## config.mk

```make
export PLATFORM = sky130hd
export DESIGN_NAME = fifo_drain_arb
export DESIGN_NICKNAME = d
export VERILOG_FILES = /design/src/rtl/fifo_drain_pkg.sv /design/src/rtl/fifo_drain_arb_rr_arbiter.sv /design/src/rtl/fifo_drain_arb.sv
export SDC_FILE = /design/constraint.sdc
export NUM_CORES = 1
export LEC_CHECK = 0
export BUFFER_PORTS_ARGS = -buffer_cell sky130_fd_sc_hd__buf_2
export CAP_MARGIN = 20
export CORE_MARGIN = 4
export CORE_UTILIZATION = 46
export DETAILED_ROUTE_END_ITERATION = 10
export GPL_TIMING_DRIVEN = 0
export HOLD_SLACK_MARGIN = 0.02
export PLACE_DENSITY = 0.89
export RECOVER_POWER = 100
export SLEW_MARGIN = 0
export SYNTH_ARGS = -nofsm -noshare
export SYNTH_HDL_FRONTEND = slang
export SYNTH_SLANG_ARGS = --single-unit
```

## constraint.sdc

```tcl
create_clock -name clk -period 3.01 [get_ports clk]
set_input_delay 0.1505 -clock clk [delete_from_list [all_inputs] [get_ports clk]]
set_output_delay 0.1505 -clock clk [all_outputs]
set_load 0.005 [all_outputs]
```

## src/rtl/fifo_drain_pkg.sv

```systemverilog
// Shared definitions for the multi-channel FIFO drain arbiter:
// one-hot FSM state encodings, channel-id width derivation and the
// round-robin search used to pick the next channel to drain.
package fifo_drain_pkg;

  localparam int unsigned MAX_CHAN = 16;

  // One-hot state encodings.
  typedef logic [3:0] state_t;
  localparam state_t ST_INIT  = 4'b0001;
  localparam state_t ST_ARB   = 4'b0010;
  localparam state_t ST_LOAD  = 4'b0100;
  localparam state_t ST_READY = 4'b1000;

  // Result of a round-robin search.
  typedef struct packed {
    logic       found;
    logic [3:0] idx;
  } rr_res_t;

  // Channel-id width: at least one bit even for a single channel.
  function automatic int unsigned chan_w(input int unsigned n);
    if (n <= 1) return 1;
    return unsigned'($clog2(n));
  endfunction

  // First non-empty channel at or after ptr, wrapping modulo n.
  // Entries at index >= n are never examined.
  function automatic rr_res_t rr_search(input logic [MAX_CHAN-1:0] empty,
                                        input logic [3:0]          ptr,
                                        input int unsigned         n);
    rr_res_t     res;
    int unsigned idx;
    res = '0;
    for (int unsigned k = 0; k < MAX_CHAN; k++) begin
      idx = (32'(ptr) + k) % n;
      if (k < n && !res.found && !empty[4'(idx)]) begin
        res.found = 1'b1;
        res.idx   = 4'(idx);
      end
    end
    return res;
  endfunction

endpackage

```

## src/rtl/fifo_drain_arb_rr_arbiter.sv

```systemverilog
// Combinational round-robin pick over N_CHAN FIFO empty flags.
// Ports:
//   i_empty   per-channel empty flag (request = not empty)
//   i_rr_ptr  highest-priority channel for this search
//   o_found   some channel is non-empty
//   o_pick    selected channel (valid when o_found)
module rr_arbiter
  import fifo_drain_pkg::*;
#(
  parameter int unsigned N_CHAN = 4,
  parameter int unsigned CHAN_W = 2
) (
  input  logic [N_CHAN-1:0] i_empty,
  input  logic [CHAN_W-1:0] i_rr_ptr,
  output logic              o_found,
  output logic [CHAN_W-1:0] o_pick
);

  rr_res_t w_res;

  // Zero-padding is harmless: the search never looks past N_CHAN.
  always_comb begin
    w_res   = rr_search(MAX_CHAN'(i_empty), 4'(i_rr_ptr), N_CHAN);
    o_found = w_res.found;
    o_pick  = CHAN_W'(w_res.idx);
  end

endmodule

```

## src/rtl/fifo_drain_arb.sv

```systemverilog
// Drains up to N_CHAN raw-data FIFOs (each with a companion index FIFO)
// with round-robin arbitration and a per-grant burst limit, presenting one
// registered word at a time on a valid/accepted handshake.
// Ports:
//   clk, reset     clock, synchronous active-high reset
//   fifo_empty     per-channel empty flags
//   fifo_data      per-channel read data, valid the cycle after a pop
//   fifo_pop       per-channel pop (Mealy, at most one bit high)
//   index_pop      companion index FIFO pop, mirrors fifo_pop
//   out_data/out_chan/out_last/out_valid  registered word to consumer
//   out_accepted   consumer takes the word when high with out_valid
module fifo_drain_arb
  import fifo_drain_pkg::*;
#(
  parameter  int unsigned N_CHAN    = 4,
  parameter  int unsigned DATA_W    = 32,
  parameter  int unsigned MAX_BURST = 4,
  localparam int unsigned CHAN_W    = chan_w(N_CHAN)
) (
  input  logic                     clk,
  input  logic                     reset,
  input  logic [N_CHAN-1:0]        fifo_empty,
  input  logic [N_CHAN*DATA_W-1:0] fifo_data,
  output logic [N_CHAN-1:0]        fifo_pop,
  output logic [N_CHAN-1:0]        index_pop,
  output logic [DATA_W-1:0]        out_data,
  output logic [CHAN_W-1:0]        out_chan,
  output logic                     out_last,
  output logic                     out_valid,
  input  logic                     out_accepted
);

  localparam int unsigned BCNT_W = $clog2(MAX_BURST + 1);

  state_t              r_state;
  state_t              w_state_nxt;
  logic [CHAN_W-1:0]   r_grant;
  logic [CHAN_W-1:0]   r_rr_ptr;
  logic [BCNT_W-1:0]   r_burst_cnt;
  logic [DATA_W-1:0]   r_out_data;
  logic [CHAN_W-1:0]   r_out_chan;
  logic                r_out_last;
  logic                r_out_valid;

  logic                w_found;
  logic [CHAN_W-1:0]   w_pick;
  logic                w_start;     // ARB: new grant, first pop
  logic                w_capture;   // LOAD: latch popped word
  logic                w_continue;  // READY: accepted, pop next word of burst
  logic                w_release;   // READY: accepted, grant ends
  logic                w_last;
  logic [DATA_W-1:0]   w_chan_data [N_CHAN];

  // Split the flat data bus into per-channel words.
  for (genvar c = 0; c < N_CHAN; c++) begin : g_data
    assign w_chan_data[c] = fifo_data[c*DATA_W +: DATA_W];
  end

  rr_arbiter #(
    .N_CHAN (N_CHAN),
    .CHAN_W (CHAN_W)
  ) u_rr_arbiter (
    .i_empty  (fifo_empty),
    .i_rr_ptr (r_rr_ptr),
    .o_found  (w_found),
    .o_pick   (w_pick)
  );

  // Burst ends on the limit or when the granted FIFO ran dry after the pop.
  assign w_last = (r_burst_cnt == BCNT_W'(MAX_BURST)) || fifo_empty[r_grant];

  // State register.
  always_ff @(posedge clk) begin
    if (reset) r_state <= ST_INIT;
    else       r_state <= w_state_nxt;
  end

  // Next-state and control strobes.
  always_comb begin
    w_state_nxt = r_state;
    w_start     = 1'b0;
    w_capture   = 1'b0;
    w_continue  = 1'b0;
    w_release   = 1'b0;
    case (r_state)
      ST_INIT: w_state_nxt = ST_ARB;
      ST_ARB: begin
        if (w_found) begin
          w_start     = 1'b1;
          w_state_nxt = ST_LOAD;
        end
      end
      ST_LOAD: begin
        w_capture   = 1'b1;
        w_state_nxt = ST_READY;
      end
      ST_READY: begin
        if (out_accepted) begin
          // Re-check empty at accept so a pop never hits an empty FIFO.
          if (!r_out_last && !fifo_empty[r_grant]) begin
            w_continue  = 1'b1;
            w_state_nxt = ST_LOAD;
          end else begin
            w_release   = 1'b1;
            w_state_nxt = ST_ARB;
          end
        end
      end
      default: w_state_nxt = ST_INIT;
    endcase
  end

  // Mealy pops: new grant from the arbiter, or continuation of the burst.
  always_comb begin
    fifo_pop = '0;
    if (w_start)         fifo_pop[w_pick]  = 1'b1;
    else if (w_continue) fifo_pop[r_grant] = 1'b1;
  end

  assign index_pop = fifo_pop;

  // Grant, burst counter, round-robin pointer and output registers.
  always_ff @(posedge clk) begin
    if (reset) begin
      r_grant     <= '0;
      r_rr_ptr    <= '0;
      r_burst_cnt <= '0;
      r_out_data  <= '0;
      r_out_chan  <= '0;
      r_out_last  <= 1'b0;
      r_out_valid <= 1'b0;
    end else begin
      if (w_start) begin
        r_grant     <= w_pick;
        r_burst_cnt <= BCNT_W'(1);
      end
      if (w_continue) r_burst_cnt <= r_burst_cnt + BCNT_W'(1);
      if (w_capture) begin
        r_out_data  <= w_chan_data[r_grant];
        r_out_chan  <= r_grant;
        r_out_last  <= w_last;
        r_out_valid <= 1'b1;
      end
      if (w_continue || w_release) r_out_valid <= 1'b0;
      if (w_release) begin
        r_rr_ptr <= (r_grant == CHAN_W'(N_CHAN - 1)) ? '0 : r_grant + CHAN_W'(1);
      end
    end
  end

  assign out_data  = r_out_data;
  assign out_chan  = r_out_chan;
  assign out_last  = r_out_last;
  assign out_valid = r_out_valid;

endmodule
```

## Word-level counts from Yosys, hierarchy flattened

Index checks and enable logic that the tools add are counted.

| operators by class | value |
|---|---|
| bitwise gates (word level) | 1 |
| order comparisons | 9 |
| reduce and logical (&&, ||, !) cells | 19 |
| $add $sub $neg | 5 |
| muxes and demuxes | 39 |
| equal/unequal tests | 8 |

Operators by type and width:

| cell | count |
|---|---|
| $bmux W32 S2 | 1 |
| $mux W32 | 2 |
| $lt A2 B5 Y1 const B | 4 |
| $mux W5 | 4 |
| $mux W1 | 16 |
| $mux W4 | 4 |
| $pmux W4 S4 | 1 |
| $bmux W1 S2 | 5 |
| $mux W3 | 3 |
| $logic_not A1 Y1 | 8 |
| $logic_and A1 B1 Y1 | 6 |
| $lt A2 B3 Y1 const B | 2 |
| $add A2 B1 Y2 const B | 2 |
| $add A2 B2 Y2 const B | 2 |
| $demux W1 S2 | 2 |
| $eq A4 B1 Y1 const B | 1 |
| $eq A4 B2 Y1 const B | 1 |
| $eq A4 B3 Y1 const B | 1 |
| $eq A4 B4 Y1 const B | 1 |
| $ge A2 B1 Y1 const B | 2 |
| $add A3 B1 Y3 const B | 1 |
| $eq A3 B3 Y1 const B | 1 |
| $ge A3 B3 Y1 const B | 1 |
| $not A2 Y3 | 1 |
| 8 further kinds | 9 |

| storage, ports and cells | value |
|---|---|
| output and inout port bits | 44 |
| input port bits | 135 |
| word-level logic and storage cells | 89 |
| flip-flop bits (word level) | 47 |

## Longest topological paths before layout

| logic depth | value |
|---|---|
| word-level depth | 17 |
| depth in mapped cells | 7 |
| gate-level depth less buffers | 4 |

## Modules after synthesis

From an unflattened synthesis, not the netlist that was laid out.

| unflattened totals | value |
|---|---|
| cell total of the unflattened synthesis | 290 |
| area total of the unflattened synthesis | 2745.1 µm² |

Modules (own cells, without submodules):

| module | seq. area each (µm²) | area an instance (µm²) | cells an instance | times used |
|---|---|---|---|---|
| fifo_drain_arb | 940.9 | 2666.3 | 277 | 1 |
| rr_arbiter | 0.0 | 78.8 | 13 | 1 |

## Least setup slack after synthesis

No wires, ideal clock.

| timing | value |
|---|---|
| path kind | register -> output |
| start point | reg r_grant[0] |
| end point | out index_pop[2] |
| required time | 2.859 ns |
| path buffers | 2 |
| stages on the path, launching flop included | 7 |
| arrival | 1.717 ns |
| slack | 1.143 ns |
| cells stage by stage | dfxtp_1 -> buf_6 -> mux4_2 -> nor4_4 -> nand2_1 -> o21ai_0 -> buf_4 |

| on the way | value |
|---|---|
| longest elaborated chain between the ends | 9 |
| elaborated cells on any way between the ends | 14 |
| those cells by class | 2 x order compare; 9 x mux; 3 x reduce/logical |

Ends and longest elaborated chain:

| item | line | source |
|---|---|---|
| start: declaration | fifo_drain_arb.sv:37 | `logic [CHAN_W-1:0] r_grant;` |
| start signal: assignment | fifo_drain_arb.sv:134 | `r_grant <= w_pick;` |
| $bmux W1 S2 | fifo_drain_arb.sv:100 | `if (!r_out_last && !fifo_empty[r_grant]) begin` |
| $mux W1 (not written as such) | fifo_drain_arb.sv:100 |  |
| $logic_not A1 Y1 | fifo_drain_arb.sv:100 |  |
| $logic_and A1 B1 Y1 | fifo_drain_arb.sv:100 |  |
| $mux W1 | fifo_drain_arb.sv:100 |  |
| $mux W1 | fifo_drain_arb.sv:98 | `if (out_accepted) begin` |
| $mux W1 | fifo_drain_arb.sv:85 | `case (r_state)` |
| $mux W4 (*) | fifo_drain_arb.sv:117 | `else if (w_continue) fifo_pop[r_grant] = 1'b1;` |
| $mux W4 (*) | fifo_drain_arb.sv:116 | `if (w_start) fifo_pop[w_pick] = 1'b1;` |
| end: declaration | fifo_drain_arb.sv:25 | `output logic [N_CHAN-1:0] index_pop,` |

Mark *: on every way between the ends. The rest lies on a longest branch, timed or not. The select of a mux whose other input is x is not followed.

## Final worst setup path

| timing | value |
|---|---|
| start point | reg r_grant[1] |
| end point | out index_pop[1] |

Same word-level chain as after synthesis.

==> results.toml <==
[status]
outcome = "finished, final reports clean"

[yosys]
ys_seq_elements = 47
yosysWarnings = 0
ys.flop_type = "dfxtp_1"
yosysTopAreaCellShare = 0.3375
synthArstFlopShare = 0
ys_seq_area_frac = 0.3375
yosys.area.top_type = "dfxtp_1"
synth_fp_nets = 429
synth_edf_count = 0
syn_inst = 288
synth_area_leaders = "dfxtp_1 (34%), mux4_2 (27%), nand2_1 (9.8%)"
ys_types = 42
synth_most_common_cell = "nand2_1"
netlist_area_mm2 = 0.002788
avgSynthCellArea_um2 = 9.679
netlist_top_cells_count = "nand2_1 (73), dfxtp_1 (47), a21oi_1 (44)"

[global_routing]
antenna_found_initial = 0
grt_pass1_wl_mm = 13.68
overflow = 0
grt_max_degree = 15
globalRouteTotalUtil = 0.2316
grt_pass1_vias = 3063

[critical_path]
cp.required_ns = 2.86
endpoint_kind = "output pin"
critPathMaxFanout = 10
worst-setup-path-type = "register to output pin"
regToRegStartpoint = "r_grant[1]"
crit_start = "r_grant[1]"
start_kind = "register"
crit_arrival_ns = 2.48

[clock_network]
h-tree-depth = 2
hold_buffers = 0
cts_resized = 0
postCtsSetupRepairBufs = 0
cts_tree = "yes"
clk_latency_ns = 0.30
clockBufferDepth = 2
cts_root_buf = "clkbuf_8"
cts.sinks = 47
numCtsBuffers = 5
clk_pin_slew_ns = 0.09

[power]
irDropWorstVdd_mv = 0.2573
finalPower_mw = 1.674
power_leakage_nw = 1.587
swShare = 0.2807
seqPwrFrac = 0.414
switching_power_uw = 469.8
p_comb_frac = 0.300
pwr-share-clk = 0.286
power_density_mw_per_mm2 = 435.6
p_int_mw = 1.204

[min_path]
hold_start = "out_accepted"
hold_class = "primary input to register"

[sta]
skew_ns = 0.004704
max_freq_mhz = 380.2
fin_setup_tns_ns = 0
setup_violations = 0
drv_slew = 0
setup_ws_ns = 0.3801
hold_viol = 0
min_period_over_period = 0.8737
tightestPinTransition_ns = 0.6176
max_slew_margin = 0.5883
post-route-min-period_ns = 2.630
rsz0062_at_grt = "false"

[detailed_routing]
drc = 0
postRouteAntennaNets = 0
dr.pass1.iters = 5
wire_per_inst_um = 16.06
num_vias = 2968
via_per_inst = 5.416
routed_wl_mm = 8.801
drt_iter0_drc = 70

[layout]
final_cell_count_no_fill = 548
fillCellCount = 528
antenna_cells = 0
syn2layout_area_growth_pct = 37.84
final_nets = 613
finalCoreUtilization = 0.6528
drive_above_1_share = 0.4334

[placed_design]
portBuffers = 177
globalplace.congestion = 0.8764
dpl.hpwl_mm = 7.233
pre_cts_slack_ns = 0.7089
placedCellCount = 540

[run]
maxCapViolations = 0

[floorplanning]
io_pins = 179
start_util = 0.4736
die_h_um = 85.85
rows = 28
dieArea_mm2 = 0.007369
die_w_um = 85.85
design.core.area_mm2 = 0.005886
==> cells by family after synthesis <==
group	share of synthesized area
buf+inv	0.05521
fa+ha+maj	0.02693
compound gates	0.1315
simple gates	0.1786
flops	0.3375
mux	0.2702
==> state kept, by name, summed over array words and instances, names as in the netlist <==
register,count
out_data,32
out_last,1
r_burst_cnt,3
r_rr_ptr,2
out_valid,1
r_grant,2
out_chan,2
r_state,4
==> layout by cell type (no fill, tap or decap), types with 3 or more instances in the layout <==
master	n
buf_2	152
nand2_1	73
dfxtp_1	47
a21oi_1	44
clkbuf_1	43
mux4_2	33
nor2_1	8
inv_1	7
o21ai_0	7
ha_1	6
clkbuf_8	6
nor2b_1	3
nand2b_1	3
nor3_1	3
==> routing by layer <==
layer,vias to the layer above,wire length (um),global-route usage,share of wire
met3,10,802,0.04707,0.091
met5,-,0,0,0
li1,1408,-,-,-
met2,149,4641,0.4393,0.53
met4,0,110,0.05324,0.012
met1,1401,3247,0.2655,0.37
==> worst max-delay path, stage by stage (launching register included) <==
cell and delay, ns:
dfxtp_1 0.36, clkbuf_1 0.40, clkbuf_1 0.53, inv_1 0.18
ha_1 0.23, a22o_1 0.23, clkbuf_4 0.13, buf_2 0.12
==> final timing paths <==
kind,cells after the start,endpoint,slack (ns)
setup / recovery,7,index_pop[1],0.38
hold reg to reg,2,out_data[24],0.46
hold / removal,2,out_valid,0.08
setup reg to reg,6,r_rr_ptr[1],0.89
==> power groups by stage <==
| stage | Clock [mW] | Combinational [mW] | Sequential [mW] |
|---|---|---|---|
| 6_report | 0.479 | 0.502 | 0.693 |
| 5_1_grt | 0.533 | 0.555 | 0.699 |
| 4_1_cts | 0.490 | 0.510 | 0.693 |
| 3_5_place_dp | 0 | 0.508 | 0.707 |
| 3_3_place_gp | 0 | 0.492 | 0.703 |
| 2_1_floorplan | 0 | 0.342 | 0.700 |
==> cell type report <==
class	instances	area, um^2	area share
Sequential cell	47	940.9	0.2449
Clock inverter	2	35.03	0.009118
Tap cell	75	93.84	0.02442
Timing Repair Buffer	177	850.8	0.2214
Multi-Input combinational cell	209	1685	0.4386
Buffer	25	127.6	0.03321
Clock buffer	6	82.58	0.02149
Inverter	7	26.28	0.006838
==> through the flow <==
step | area [um^2] | hold slack, ns
floorplan | 2788 | 0.2402
global placement | 3767 | 0.3852
detailed placement | 3767 | 0.3910
CTS | 3885 | 0.06566
global route | 3842 | 0.06275
finish | 3842 | 0.08069
No activity file was read; power rests on OpenSTA's default activity.
